**src/rtl/template_match_ctrl.sv**
```systemverilog
// template_match_ctrl
//   Scans NUM_DIGITS templates of PIX_NUM pixels against one captured image and
//   reports the digit with the minimum sum of absolute differences (SAD).
//   Template ROM is combinational; the image buffer has a one-cycle read latency,
//   so the template pixel is registered once to line up with the image pixel.
//   Optional feature macro: TM_EARLY_ABORT_EN (abandon a digit once its partial
//   SAD can no longer beat the best so far; same result, shorter scan).
//
//   Handshake: start is a level sampled only in IDLE. busy is high in every
//   non-IDLE state, done is a one-cycle pulse in FIN, and match_digit/match_score
//   are valid from the done cycle and held until the next done.
module template_match_ctrl #(
  parameter int PIX_NUM    = 784,
  parameter int NUM_DIGITS = 10,
  parameter int PIX_W      = 8,
  parameter int SCORE_W    = 18
) (
  input  logic               clk,
  input  logic               rst_n,
  input  logic               start,
  output logic               busy,
  output logic               done,
  output logic [3:0]         tpl_digit,
  output logic [9:0]         tpl_index,
  input  logic [PIX_W-1:0]   tpl_pixel,
  output logic [9:0]         img_addr,
  input  logic [PIX_W-1:0]   img_pixel,
  output logic [3:0]         match_digit,
  output logic [SCORE_W-1:0] match_score,
  output logic [2:0]         o_dbg_state
);

  typedef enum logic [2:0] {
    S_IDLE  = 3'd0,
    S_ADDR  = 3'd1,
    S_DRAIN = 3'd2,
    S_CMP   = 3'd3,
    S_FIN   = 3'd4
  } state_t;

  state_t               r_state;
  state_t               w_next;
  logic [3:0]           r_digit;
  logic [9:0]           r_index;
  logic [PIX_W-1:0]     r_tpl_q;
  logic                 r_pipe_vld;
  logic [SCORE_W-1:0]   r_acc;
  logic [SCORE_W-1:0]   r_best_score;
  logic [3:0]           r_best_digit;
  logic [3:0]           r_match_digit;
  logic [SCORE_W-1:0]   r_match_score;

  logic                 w_last_idx;
  logic                 w_last_digit;
  logic                 w_abort;
  logic [PIX_W-1:0]     w_diff;
  logic                 w_take;
  logic [SCORE_W-1:0]   w_best_score_nx;
  logic [3:0]           w_best_digit_nx;

  assign w_last_idx   = (r_index == 10'(PIX_NUM - 1));
  assign w_last_digit = (r_digit == 4'(NUM_DIGITS - 1));

`ifdef TM_EARLY_ABORT_EN
  // A digit whose partial SAD already reaches the best cannot win (ties keep
  // the lower digit), so stop scanning it. Digit 0 always runs to completion.
  assign w_abort = ((r_state == S_ADDR) || (r_state == S_DRAIN)) &&
                   (r_digit != 4'd0) && (r_acc >= r_best_score);
`else
  assign w_abort = 1'b0;
`endif

  // Absolute difference and best-candidate selection for the CMP step
  always_comb begin
    w_diff          = (img_pixel >= r_tpl_q) ? (img_pixel - r_tpl_q) : (r_tpl_q - img_pixel);
    w_take          = (r_acc < r_best_score);
    w_best_score_nx = w_take ? r_acc : r_best_score;
    w_best_digit_nx = w_take ? r_digit : r_best_digit;
  end

  // Next-state logic
  always_comb begin
    w_next = r_state;
    case (r_state)
      S_IDLE:  if (start) w_next = S_ADDR;
      S_ADDR: begin
        if (w_abort)         w_next = S_CMP;
        else if (w_last_idx) w_next = S_DRAIN;
      end
      S_DRAIN: w_next = S_CMP;
      S_CMP:   w_next = w_last_digit ? S_FIN : S_ADDR;
      S_FIN:   w_next = S_IDLE;
      default: w_next = S_IDLE;
    endcase
  end

  // State register
  always_ff @(posedge clk or negedge rst_n) begin
    if (!rst_n) r_state <= S_IDLE;
    else        r_state <= w_next;
  end

  // Template pixel alignment stage; an aborted address is never accumulated
  always_ff @(posedge clk or negedge rst_n) begin
    if (!rst_n) begin
      r_tpl_q    <= '0;
      r_pipe_vld <= 1'b0;
    end else begin
      r_tpl_q    <= tpl_pixel;
      r_pipe_vld <= (r_state == S_ADDR) && !w_abort;
    end
  end

  // Address sequencing, SAD accumulation and best/result tracking
  always_ff @(posedge clk or negedge rst_n) begin
    if (!rst_n) begin
      r_digit       <= '0;
      r_index       <= '0;
      r_acc         <= '0;
      r_best_score  <= '0;
      r_best_digit  <= '0;
      r_match_digit <= '0;
      r_match_score <= '1;
    end else begin
      if (r_pipe_vld && !w_abort)
        r_acc <= r_acc + SCORE_W'(w_diff);
      case (r_state)
        S_IDLE: begin
          if (start) begin
            r_digit      <= '0;
            r_index      <= '0;
            r_acc        <= '0;
            r_best_score <= '1;
            r_best_digit <= '0;
          end
        end
        S_ADDR: begin
          if (!w_abort && !w_last_idx)
            r_index <= r_index + 10'd1;
        end
        S_CMP: begin
          r_acc        <= '0;
          r_best_score <= w_best_score_nx;
          r_best_digit <= w_best_digit_nx;
          if (w_last_digit) begin
            r_match_digit <= w_best_digit_nx;
            r_match_score <= w_best_score_nx;
          end else begin
            r_digit <= r_digit + 4'd1;
            r_index <= '0;
          end
        end
        default: ;
      endcase
    end
  end

  assign busy        = (r_state != S_IDLE);
  assign done        = (r_state == S_FIN);
  assign tpl_digit   = r_digit;
  assign tpl_index   = r_index;
  assign img_addr    = r_index;
  assign match_digit = r_match_digit;
  assign match_score = r_match_score;
  assign o_dbg_state = r_state;

endmodule

```
**config.mk**
```make
export PLATFORM = sky130hd
export DESIGN_NAME = template_match_ctrl
export DESIGN_NICKNAME = d
export VERILOG_FILES = /design/src/rtl/template_match_ctrl.sv
export SDC_FILE = /design/constraint.sdc
export NUM_CORES = 1
export LEC_CHECK = 0
export BUFFER_PORTS_ARGS = -buffer_cell sky130_fd_sc_hd__buf_4
export CORE_MARGIN = 5
export CORE_UTILIZATION = 25
export CTS_BUF_LIST = sky130_fd_sc_hd__clkbuf_16
export DETAILED_ROUTE_END_ITERATION = 7
export PLACE_DENSITY = 0.5
export SLEW_MARGIN = 5
export SYNTH_ARGS = -nofsm -noshare
export SYNTH_HDL_FRONTEND = slang
export SYNTH_SLANG_ARGS = --single-unit
export TNS_END_PERCENT = 10
```
**constraint.sdc**
```tcl
create_clock -name clk -period 5.3 [get_ports clk]
set_clock_uncertainty 0.1 [all_clocks]
set_input_delay 0.265 -clock clk [delete_from_list [all_inputs] [get_ports clk]]
set_output_delay 0.265 -clock clk [all_outputs]
set_load 0.005 [all_outputs]
```
==> results.cfg <==
[drt]
viasPerCell = 4.56
drt_iter0_markers = 219
num_vias = 4110
drc = 0
wl_um = 12600
postRouteAntennaNets = 0
drt_first_pass_iters = 4
wl_per_cell_um = 14.0

[timing]
setup_tns_ns = 0
fin_crit_ns = 4.40
fmax_mhz = 227
rsz0062_at_grt = false
relSlewSlack = 0.373
setup_violations = 0
fin_crit_sh = 0.831
tightestPinTransition_ns = 0.940
finalHoldViolCount = 0
finalMaxSlewViolations = 0

[clock_tree]
htree_levels = 3
clock_latency_ns = 0.35
numCtsBuffers = 9
cts_post_setup_buffers_inserted = 0
cts_tree = built
hold_buffers = 9
cts.path.max_buffers = 2
clock-sinks = 88
clk_pin_slew_ns = 0.07
ctsRootBufferMaster = clkbuf_16
cts-resized-gates = 0

[min_path]
min_from = start
min_path_type = primary input to flop

[floorplanning]
pin_count = 70
start_util = 0.253
rows = 53
die_width_um = 156
die_h_um = 156
die-area_um2 = 24300
core_um2 = 21000

[finish]
antenna_cells = 0
drive_gt1_frac = 0.188
fin_util = 0.304
fin_nets = 687
syn2layout_area_growth_pct = 20.2
finalNonFillerCells = 902

[worst_setup_path]
cp_data_required_time_ns = 5.40
r2r_start = r_tpl_q[0]
crit_fanout = 9
critPathKind = flop to flop
worstPathArrival_ns = 4.50
critPathLaunchType = flop
startpoint = r_tpl_q[0]
cp-end-kind = flop

[synthesis]
mappedNetlistArea_um2 = 5320
synthSimpleGateAreaFrac = 0.156
synth_mux_area_frac = 0.0228
synth_xor_area_frac = 0.0510
ys_seq_area_frac = 0.418
syn_avg_cell_area_um2 = 9.40
ys_ff_latch = 88
async_flop_share = 1.00
synth_fa_ha_area_frac = 0.112
synthesis.nets = 631
synthCells = 566
synthFlopType = dfrtp_1
synth_edf_count = 0
synth_top_family_by_area = compound AO/OA/AOI/OAI gates
ys_types = 56
ys_warn_count = 0
synth_compound_area_frac = 0.169

[grt]
grt_pass1_wl_um = 21500
grt_max_degree = 71
grt_usage = 0.108
grt_overflow = 0
grt_antenna_before_repair = 0
grt_pass1_vias = 4086

[power]
powerDensity_nw_per_um2 = 390
p_sw_mw = 0.905
p_int_mw = 1.59
pwr-share-clk = 0.264
p_sw_frac = 0.363
power_frac_comb = 0.349
seq_power_share = 0.387
power_leakage_nw = 2.98
ir_worst_vdd_mv = 0.200

[job]
cap_violations = 0

[place]
io_buffer_count = 69
hpwl_um = 9030
dpl.cell_count = 877
gp_congestion = 0.789

[outcome]
status = finished, final reports clean
[per-stage QoR]
stage / setup slack (ns) / cell area (um2) / hold slack, ns / power [mW]
after CTS: 0.873 / 6400 / 0.169 / 2.53
final: 0.898 / 6400 / 0.180 / 2.49
after floorplan: 1.42 / 5320 / -0.131 / 1.59
after global placement: 0.874 / 6010 / 0.0557 / 1.85
after global routing: 0.502 / 6400 / 0.184 / 2.71
after detailed placement: 0.807 / 6010 / 0.0563 / 1.85
[cell type report]
cell class              count  area [um2]
inverters                  48         180
fillers                  2219       14600
repair buffers             80         623
well taps                 275         344
clock buffers               9         225
multi-input cells         395        2720
flip-flops and latches     88        2220
clock inverters             7        77.6
[logic make-up (layout without fill, tap and decap cells)]
group,Yosys count,after routing
AO/OA/AOI/OAI,136,136
XOR/XNOR,31,31
adder cells (fa/ha/maj),46,46
buffers and inverters,83,144
flip-flops,88,88
multiplexers,12,12
AND/OR/NAND/NOR,170,170
[flip-flops by register name, summed over array words and instances, names as in the netlist]
name and cells:
match_digit 4, r_best_digit 4, r_acc 18, r_tpl_q 8, match_score 18, img_addr 10, o_dbg_state 3, r_best_score 18
tpl_digit 4, r_pipe_vld 1
[cells in the mapped netlist, types with 6 or more instances]
| cell type | count | share of area |
|---|---|---|
| dfstp_2 | 18 | 0.089 |
| buf_4 | 10 | 0.014 |
| xnor2_1 | 15 | 0.025 |
| or3_1 | 8 | 0.0094 |
| dfrtp_1 | 70 | 0.33 |
| a21oi_1 | 26 | 0.024 |
| nand3_1 | 28 | 0.026 |
| nand2_1 | 26 | 0.018 |
| clkbuf_1 | 13 | 0.0092 |
| nand2b_1 | 7 | 0.0082 |
| o21a_1 | 6 | 0.0085 |
| o22a_1 | 17 | 0.028 |
| ha_1 | 43 | 0.10 |
| mux2i_1 | 11 | 0.021 |
| inv_1 | 47 | 0.033 |
| nor2_1 | 62 | 0.044 |
| nor3_1 | 8 | 0.0075 |
| o21ai_0 | 35 | 0.033 |
| a31oi_1 | 22 | 0.026 |
| xor2_1 | 16 | 0.026 |
| buf_2 | 10 | 0.0094 |
[cells in the final DEF (no fill, tap or decap), drive strengths merged, types with 2 or more instances in the layout]
cell and instances:
a2111oi 3, a211oi 6, a21o 4, a21oi 26
a31oi 22, a41oi 2, and3 5, and3b 2
and4 2, buf 71, clkbuf 9, clkinv 3
dfrtp 70, dfstp 18, dlygate4sd3 9, fa 3
ha 43, inv 50, mux2i 11, nand2 26
nand2b 7, nand3 29, nand3b 4, nand4 5
nor2 63, nor3 8, nor3b 2, nor4 2
o211ai 3, o21a 6, o21ai 36, o22a 17
o2bb2ai 4, o31ai 2, or2 3, or3 8
xnor2 15, xor2 16
[worst max-delay path, stage by stage (launching register included)]
cell       delay [ns]
dfrtp_1          0.35
ha_1             0.16
inv_1            0.05
fa_1             0.39
a21o_1           0.22
a2111oi_2        0.40
o21a_1           0.42
mux2i_1          0.26
xor2_1           0.18
ha_1             0.30
and3_1           0.22
a2111oi_0        0.64
o21ai_0          0.19
xor2_1           0.17
mux2i_1          0.14
nor2_1           0.05
[layer usage]
layer | vias to the layer above | share of wire | GRT usage
met4 | 0 | 0.0090 | 0.0238
met5 | - | 0 | 0
li1 | 2089 | - | -
met1 | 1936 | 0.50 | 0.151
met2 | 76 | 0.44 | 0.168
met3 | 9 | 0.050 | 0.0283
[power groups by stage]
stage / logic (mW) / registers (mW) / clock network (mW)
2_1_floorplan: 0.678 / 0.910 / 0
3_3_place_gp: 0.871 / 0.978 / 0
3_5_place_dp: 0.875 / 0.977 / 0
4_1_cts: 0.886 / 0.966 / 0.682
5_1_grt: 1.01 / 0.990 / 0.710
6_report: 0.871 / 0.965 / 0.659
[path summary, 6_finish.rpt]
check | endpoint | slack, ns | depth (start not counted)
min | o_dbg_state[0] | 0.18 | 3
min in group asynchronous | r_best_score[8] | 0.23 | 2
max in group asynchronous | r_acc[6] | 3.70 | 3
min reg2reg | match_score[12] | 0.40 | 2
max | r_acc[7] | 0.90 | 15
max reg2reg | r_acc[7] | 0.90 | 15
Note: power is estimated with default switching activity, not from simulation.
